`src/rtl/imm_encoder_pkg.sv`:
```
// -----------------------------------------------------------------------------
// imm_encoder_pkg
// Shared immediate-format definitions used by the immediate encoder, extender
// and decoder.
//   imm_src_t      : ImmSrc format code (I, S, B, U, J; 101-111 are illegal)
//   IMM*_MIN/MAX   : signed range limits of each immediate format
// -----------------------------------------------------------------------------
package imm_encoder_pkg;

    typedef enum logic [2:0] {
        IMM_I = 3'd0,
        IMM_S = 3'd1,
        IMM_B = 3'd2,
        IMM_U = 3'd3,
        IMM_J = 3'd4
    } imm_src_t;

    // 12-bit signed immediate (I and S formats)
    localparam int IMM12_MIN = -2048;
    localparam int IMM12_MAX = 2047;
    // 13-bit signed, even byte offset (B format)
    localparam int IMMB_MIN  = -4096;
    localparam int IMMB_MAX  = 4094;
    // 21-bit signed, even byte offset (J format)
    localparam int IMMJ_MIN  = -(1 << 20);
    localparam int IMMJ_MAX  = (1 << 20) - 2;

endpackage

```
`src/rtl/imm_range_check.sv`:
```
// -----------------------------------------------------------------------------
// imm_range_check
// Combinational check that an immediate is representable in a given format.
//   ImmSrc : input  [2:0]  format code (imm_src_t encoding, 101-111 illegal)
//   ImmIn  : input  [31:0] signed immediate, two's complement
//   err    : output        1 when the immediate does not fit the format or the
//                          format code is illegal
// -----------------------------------------------------------------------------
module imm_range_check
    import imm_encoder_pkg::*;
(
    input  logic [2:0]  ImmSrc,
    input  logic [31:0] ImmIn,
    output logic        err
);

    logic signed [31:0] immSigned;
    logic               in12;
    logic               inB;
    logic               inJ;
    imm_src_t           src;

    assign immSigned = $signed(ImmIn);
    assign src       = imm_src_t'(ImmSrc);

    assign in12 = (immSigned >= IMM12_MIN) && (immSigned <= IMM12_MAX);
    // B and J encodings drop bit 0, so odd offsets cannot be represented.
    assign inB  = (immSigned >= IMMB_MIN) && (immSigned <= IMMB_MAX) && !ImmIn[0];
    assign inJ  = (immSigned >= IMMJ_MIN) && (immSigned <= IMMJ_MAX) && !ImmIn[0];

    always_comb begin
        err = 1'b1;
        case (src)
            IMM_I, IMM_S: err = !in12;
            IMM_B:        err = !inB;
            // U holds only the upper 20 bits; the low 12 must already be zero.
            IMM_U:        err = (ImmIn[11:0] != 12'd0);
            IMM_J:        err = !inJ;
            default:      err = 1'b1;
        endcase
    end

endmodule

```
`src/rtl/imm_encoder.sv`:
```
// -----------------------------------------------------------------------------
// imm_encoder
// Places a signed immediate into the immediate fields of a base instruction
// word (inverse of the immediate extender) and flags immediates the chosen
// format cannot represent. Two-stage valid/ready pipeline:
//   stage 1 registers the request and the range/alignment check result,
//   stage 2 registers the encoded instruction and error flag.
//
// Ports:
//   clk, rst_n          : clock (rising edge), asynchronous active-low reset
//   in_valid / in_ready : request handshake
//   ImmSrc              : [2:0] format code (000 I, 001 S, 010 B, 011 U, 100 J)
//   ImmIn               : [31:0] signed immediate
//   BaseInstr           : [31:0] instruction word; immediate bits are ignored
//   out_valid/out_ready : result handshake
//   InstrOut            : [31:0] encoded instruction
//   ImmErr              : immediate not representable or ImmSrc illegal
//   EncCount            : [CNT_W-1:0] results accepted by consumer (saturating)
//   ErrCount            : [CNT_W-1:0] accepted results with ImmErr=1 (saturating)
//
// Handshake: a transfer happens on a rising edge where valid and ready are both
// high. While out_valid=1 and out_ready=0 the result is held unchanged.
// in_ready depends on out_ready combinationally but never on in_valid.
// -----------------------------------------------------------------------------
module imm_encoder
    import imm_encoder_pkg::*;
#(
    parameter int CNT_W = 16
) (
    input  logic             clk,
    input  logic             rst_n,
    input  logic             in_valid,
    output logic             in_ready,
    input  logic [2:0]       ImmSrc,
    input  logic [31:0]      ImmIn,
    input  logic [31:0]      BaseInstr,
    output logic             out_valid,
    input  logic             out_ready,
    output logic [31:0]      InstrOut,
    output logic             ImmErr,
    output logic [CNT_W-1:0] EncCount,
    output logic [CNT_W-1:0] ErrCount
);

    logic        rstDone;
    logic        s1Valid;
    logic [2:0]  s1Src;
    logic [31:0] s1Imm;
    logic [31:0] s1Base;
    logic        s1Err;
    logic        s2Valid;
    logic        s2CanLoad;
    logic        rangeErr;
    logic [31:0] fieldImm;
    logic [31:0] placed;

    imm_range_check uRangeCheck (
        .ImmSrc (ImmSrc),
        .ImmIn  (ImmIn),
        .err    (rangeErr)
    );

    assign s2CanLoad = !s2Valid || out_ready;
    // rstDone keeps the input closed for the first cycle after reset release.
    assign in_ready  = rstDone && (!s1Valid || s2CanLoad);
    assign out_valid = s2Valid;

    always_ff @(posedge clk or negedge rst_n) begin
        if (!rst_n) begin
            rstDone <= 1'b0;
        end else begin
            rstDone <= 1'b1;
        end
    end

    // Stage 1: capture request and its range/alignment verdict.
    always_ff @(posedge clk or negedge rst_n) begin
        if (!rst_n) begin
            s1Valid <= 1'b0;
            s1Src   <= 3'd0;
            s1Imm   <= 32'd0;
            s1Base  <= 32'd0;
            s1Err   <= 1'b0;
        end else if (in_ready) begin
            s1Valid <= in_valid;
            if (in_valid) begin
                s1Src  <= ImmSrc;
                s1Imm  <= ImmIn;
                s1Base <= BaseInstr;
                s1Err  <= rangeErr;
            end
        end
    end

    // Field placement. An erroring legal format gets zeroed immediate fields;
    // an illegal format passes the base word through untouched.
    always_comb begin
        fieldImm = s1Err ? 32'd0 : s1Imm;
        placed   = s1Base;
        case (imm_src_t'(s1Src))
            IMM_I: placed[31:20] = fieldImm[11:0];
            IMM_S: begin
                placed[31:25] = fieldImm[11:5];
                placed[11:7]  = fieldImm[4:0];
            end
            IMM_B: begin
                placed[31]    = fieldImm[12];
                placed[30:25] = fieldImm[10:5];
                placed[11:8]  = fieldImm[4:1];
                placed[7]     = fieldImm[11];
            end
            IMM_U: placed[31:12] = fieldImm[31:12];
            IMM_J: begin
                placed[31]    = fieldImm[20];
                placed[30:21] = fieldImm[10:1];
                placed[20]    = fieldImm[11];
                placed[19:12] = fieldImm[19:12];
            end
            default: placed = s1Base;
        endcase
    end

    // Stage 2: output register, loads only when empty or being drained.
    always_ff @(posedge clk or negedge rst_n) begin
        if (!rst_n) begin
            s2Valid  <= 1'b0;
            InstrOut <= 32'd0;
            ImmErr   <= 1'b0;
        end else if (s2CanLoad) begin
            s2Valid <= s1Valid;
            if (s1Valid) begin
                InstrOut <= placed;
                ImmErr   <= s1Err;
            end
        end
    end

    // Saturating statistics, counted on consumer acceptance.
    always_ff @(posedge clk or negedge rst_n) begin
        if (!rst_n) begin
            EncCount <= '0;
            ErrCount <= '0;
        end else if (s2Valid && out_ready) begin
            if (EncCount != {CNT_W{1'b1}}) begin
                EncCount <= EncCount + CNT_W'(1);
            end
            if (ImmErr && (ErrCount != {CNT_W{1'b1}})) begin
                ErrCount <= ErrCount + CNT_W'(1);
            end
        end
    end

endmodule
```
`config.mk`:
```
export PLATFORM = sky130hd
export DESIGN_NAME = imm_encoder
export DESIGN_NICKNAME = d
export VERILOG_FILES = /design/src/rtl/imm_encoder_pkg.sv /design/src/rtl/imm_range_check.sv /design/src/rtl/imm_encoder.sv
export SDC_FILE = /design/constraint.sdc
export NUM_CORES = 1
export LEC_CHECK = 0
export ABC_AREA = 1
export BUFFER_PORTS_ARGS = -buffer_cell sky130_fd_sc_hd__buf_4
export CAP_MARGIN = 20
export CORE_MARGIN = 5
export CORE_UTILIZATION = 47
export CTS_CLUSTER_SIZE = 16
export DETAILED_ROUTE_END_ITERATION = 6
export PLACE_DENSITY = 0.73
export RECOVER_POWER = 100
export SKIP_LAST_GASP = 1
export SLEW_MARGIN = 20
export SYNTH_ARGS = -nofsm -noshare
export SYNTH_HDL_FRONTEND = slang
export SYNTH_SLANG_ARGS = --single-unit
```
`constraint.sdc`:
```
create_clock -name clk -period 1.62 [get_ports clk]
set_input_delay 0.081 -clock clk [delete_from_list [all_inputs] [get_ports clk]]
set_output_delay 0.081 -clock clk [all_outputs]
set_load 0.1 [all_outputs]
```
==> results.json <==
{
  "place.port_buffers": 137,
  "clock_power_share": 0.256,
  "yosys.cell_types.count": 46,
  "routabilityCongestion": 0.869,
  "clock_skew_ns": 0.00708,
  "syn-instance-count": 775,
  "worstSetupStartpoint": "EncCount[1]",
  "cts_tree": "built",
  "final_critical_path_setup_slack_ns": -0.000982,
  "synth.most_common_cell": "nand2_1",
  "power_uw": 17400,
  "source_to_sink_clock_delay_at_the_later_pin_of_the_worst_skew_pair_ns": 0.42,
  "net_switching_share_of_the_total_power": 0.471,
  "synth.area.mux_share": 0.0600,
  "nNetsFinal": 1086,
  "flow.area_growth_from_synthesis_pct": 45.3,
  "hold_class": "in2reg",
  "vias_cell": 4.98,
  "io-pin-count": 138,
  "final_number_of_setup_violating_endpoints": 1,
  "seq_power_share": 0.295,
  "final_min_period_over_clock_period": 1.00,
  "post-dp-hpwl_um": 12800,
  "worstPathRequired_ns": 1.93,
  "tightest_slew_ns": 0.733,
  "timing.fmax_mhz": 617,
  "seq_area_frac_synth": 0.504,
  "yosys_warnings": 0,
  "grt-ovfl-total": 0,
  "avgRoutedWirePerCell_um": 15.0,
  "kind_of_critical_path": "reg2reg",
  "clock-root-buffer": "clkbuf_16",
  "crit_arrival_ns": 1.93,
  "die_height_um": 130,
  "slew_headroom": 0.512,
  "drt_iter0_drc": 330,
  "ys_async_sr_fraction": 1.00,
  "power_density_nw_per_um2": 1770,
  "via_count_of_the_first_global_routing_pass": 6097,
  "start_kind": "flop",
  "ys_seq_elements": 136,
  "via_count": 6011,
  "floorplan.initialDensity": 0.483,
  "critical_path.endpoint_type": "flop",
  "grt_start_max_net_pins": 48,
  "violations": "setup timing",
  "synth_top_cell_by_area": "dfrtp_1",
  "synth_area_um2": 6760,
  "fraction_of_power_consumed_by_combinational_cells": 0.449,
  "power_switching_uw": 8210,
  "number_of_rows_in_the_core_area": 43,
  "synth-main-ff-cell": "dfrtp_1",
  "synth_xor_area_frac": 0.0361,
  "finalSetupTns_ns": -0.000982,
  "most_instantiated_cells_after_synthesis": "205 x nand2_1, 136 x dfrtp_1, 86 x nor2_1",
  "reg2reg_from": "EncCount[1]",
  "number_of_antenna_violations_at_the_first_check_in_global_routing": 0,
  "edff_count_synth": 0,
  "core_region_area_um2": 14000,
  "cts_inserted_buffers": 17,
  "post-route-drc-count": 0,
  "tritoncts_num_sinks": 136,
  "rsz0062_at_grt": "true",
  "synthTopCellsByArea": "dfrtp_1 50%, nand2_1 11%, nor2_1 4.8%",
  "detail_route.wirelength_um": 18100,
  "final_cell_area_um2": 9810,
  "detailedRoute.firstPassIterationCount": 4,
  "post-synth-top-area-fraction": 0.504,
  "detail-route-antenna-nets": 0,
  "timing.max_cap.violations": 0,
  "min-delay-start": "ImmIn[23]",
  "vdd_ir_drop_max_uv": 1030,
  "yosys.area_share.simple": 0.241,
  "syn-mean-instance-area_um2": 8.72,
  "grtUsageTotal": 0.222,
  "final.fill_count": 1098,
  "status": "finished with violations",
  "antenna-diode-count": 0,
  "clock_tree.buffer_depth": 2,
  "postPlaceCellArea_um2": 8450,
  "leakagePower_uw": 0.00467,
  "intPower_uw": 9200,
  "cts_htree_levels": 4,
  "final.min_clock_period_ns": 1.62,
  "drive_gt1_frac": 0.331,
  "die-area_um2": 16900,
  "report.final.slew_viol_count": 0,
  "critPathMaxFanout": 11,
  "global_route_wire_length_before_repair_um": 29500,
  "synth_nets": 848,
  "synth_compound_area_frac": 0.0896,
  "hold_violations": 0,
  "clkTransAtPathRegs_ns": 0.06,
  "die_x_um": 130,
  "synth_top_family_by_area": "simple AND/OR/NAND/NOR gates",
  "post_synth_fa_ha_maj_area_fraction": 0.00370
}
final timing paths:
path                       slack [ns]  depth (start not counted)            to
max in group asynchronous        0.26                          3      s1Src[0]
max                            -0.001                         11  EncCount[13]
min in group asynchronous        0.26                          2    s1Base[14]
min reg2reg                      0.47                          2   InstrOut[3]
min                              0.02                          3     s1Imm[23]
max reg2reg                    -0.001                         11  EncCount[13]
placed cells by master, fill, tap and decap left out, drive strengths merged, types with 2 or more instances in the layout:
cell,netlist,final
clkinv,1,4
clkbuf,8,69
xor2,20,20
inv,72,71
a31oi,11,11
nor2,93,93
nor4,7,7
clkinvlp,0,4
nand3,33,33
nand4,12,12
a21oi,30,30
dlygate4sd3,0,67
nor3,8,8
buf,17,128
bufinv,0,6
dfrtp,136,136
ha,2,2
o21ai,63,63
xnor2,7,7
nand2,212,212
mux2,36,36
per-layer routing:
metal	part of all wire	GRT usage
met4	0.020	0.0911
met5	0	0
met1	0.43	0.270
met3	0.043	0.0401
met2	0.51	0.389
repair_timing:
action / in CTS / in global routing
resized for setup: 0 / 24
hold buffers: 67 / 0
buffers inserted: 2 / 4
setup endpoints to repair: 11 / 87
hold endpoints to repair: 202 / 0
cloned: 0 / 1
pin swaps: 1 / 1
sequential cells by signal, summed over array words and instances (netlist names), 3 cells and up:
name / flops
InstrOut: 32
s1Base: 32
ErrCount: 16
s1Imm: 32
EncCount: 16
s1Src: 3
power by group through the flow:
stage | sequential (uW) | combinational, uW | clock [uW]
2_1_floorplan | 9120 | 1930 | 0
3_3_place_gp | 5130 | 7780 | 0
3_5_place_dp | 5160 | 7850 | 0
4_1_cts | 5130 | 8020 | 4510
5_1_grt | 5250 | 8230 | 4680
6_report | 5130 | 7830 | 4460
cell families after synthesis:
logic type                 after synthesis
and+or+nand+nor                        367
DFF                                    136
AOI/OAI and AO/OA                      108
buffers and inverters                   98
muxes                                   36
xor gates and xnor gates                27
adders and majority gates                2
other                                    1
critical path, cell delays in order (launching register included):
cell and delay, ns:
dfrtp_4 0.43, ha_4 0.15, nand2_4 0.05, nor2_4 0.11, nand3_2 0.10, nor2_4 0.10
nand3_2 0.08, nand2_2 0.10, nand2_4 0.09, buf_12 0.16, nand2_1 0.08, o21ai_2 0.05
through the flow:
step	worst slack (ns)	utilization	hold slack, ns	cells
2_1_floorplan	-0.283	-	-0.215	775
3_3_place_gp	0.0334	0.604	-0.0159	1100
3_5_place_dp	-0.0198	0.604	-0.0150	1100
4_1_cts	-0.00268	0.703	0.00437	1201
5_1_grt	-0.0821	0.702	0.0192	1206
6_report	-0.000982	0.702	0.0179	1206
area by class of cell:
| cell class | instances | area (um^2) | share of cell area |
|---|---|---|---|
| inverters | 73 | 302 | 0.0307 |
| multi-input cells | 541 | 3170 | 0.323 |
| well taps | 180 | 225 | 0.0229 |
| repair buffers | 244 | 1970 | 0.201 |
| clock inverters | 12 | 220 | 0.0224 |
| clock buffers | 20 | 467 | 0.0476 |
| flip-flops and latches | 136 | 3470 | 0.353 |
Note: power is estimated with default switching activity, not from simulation.
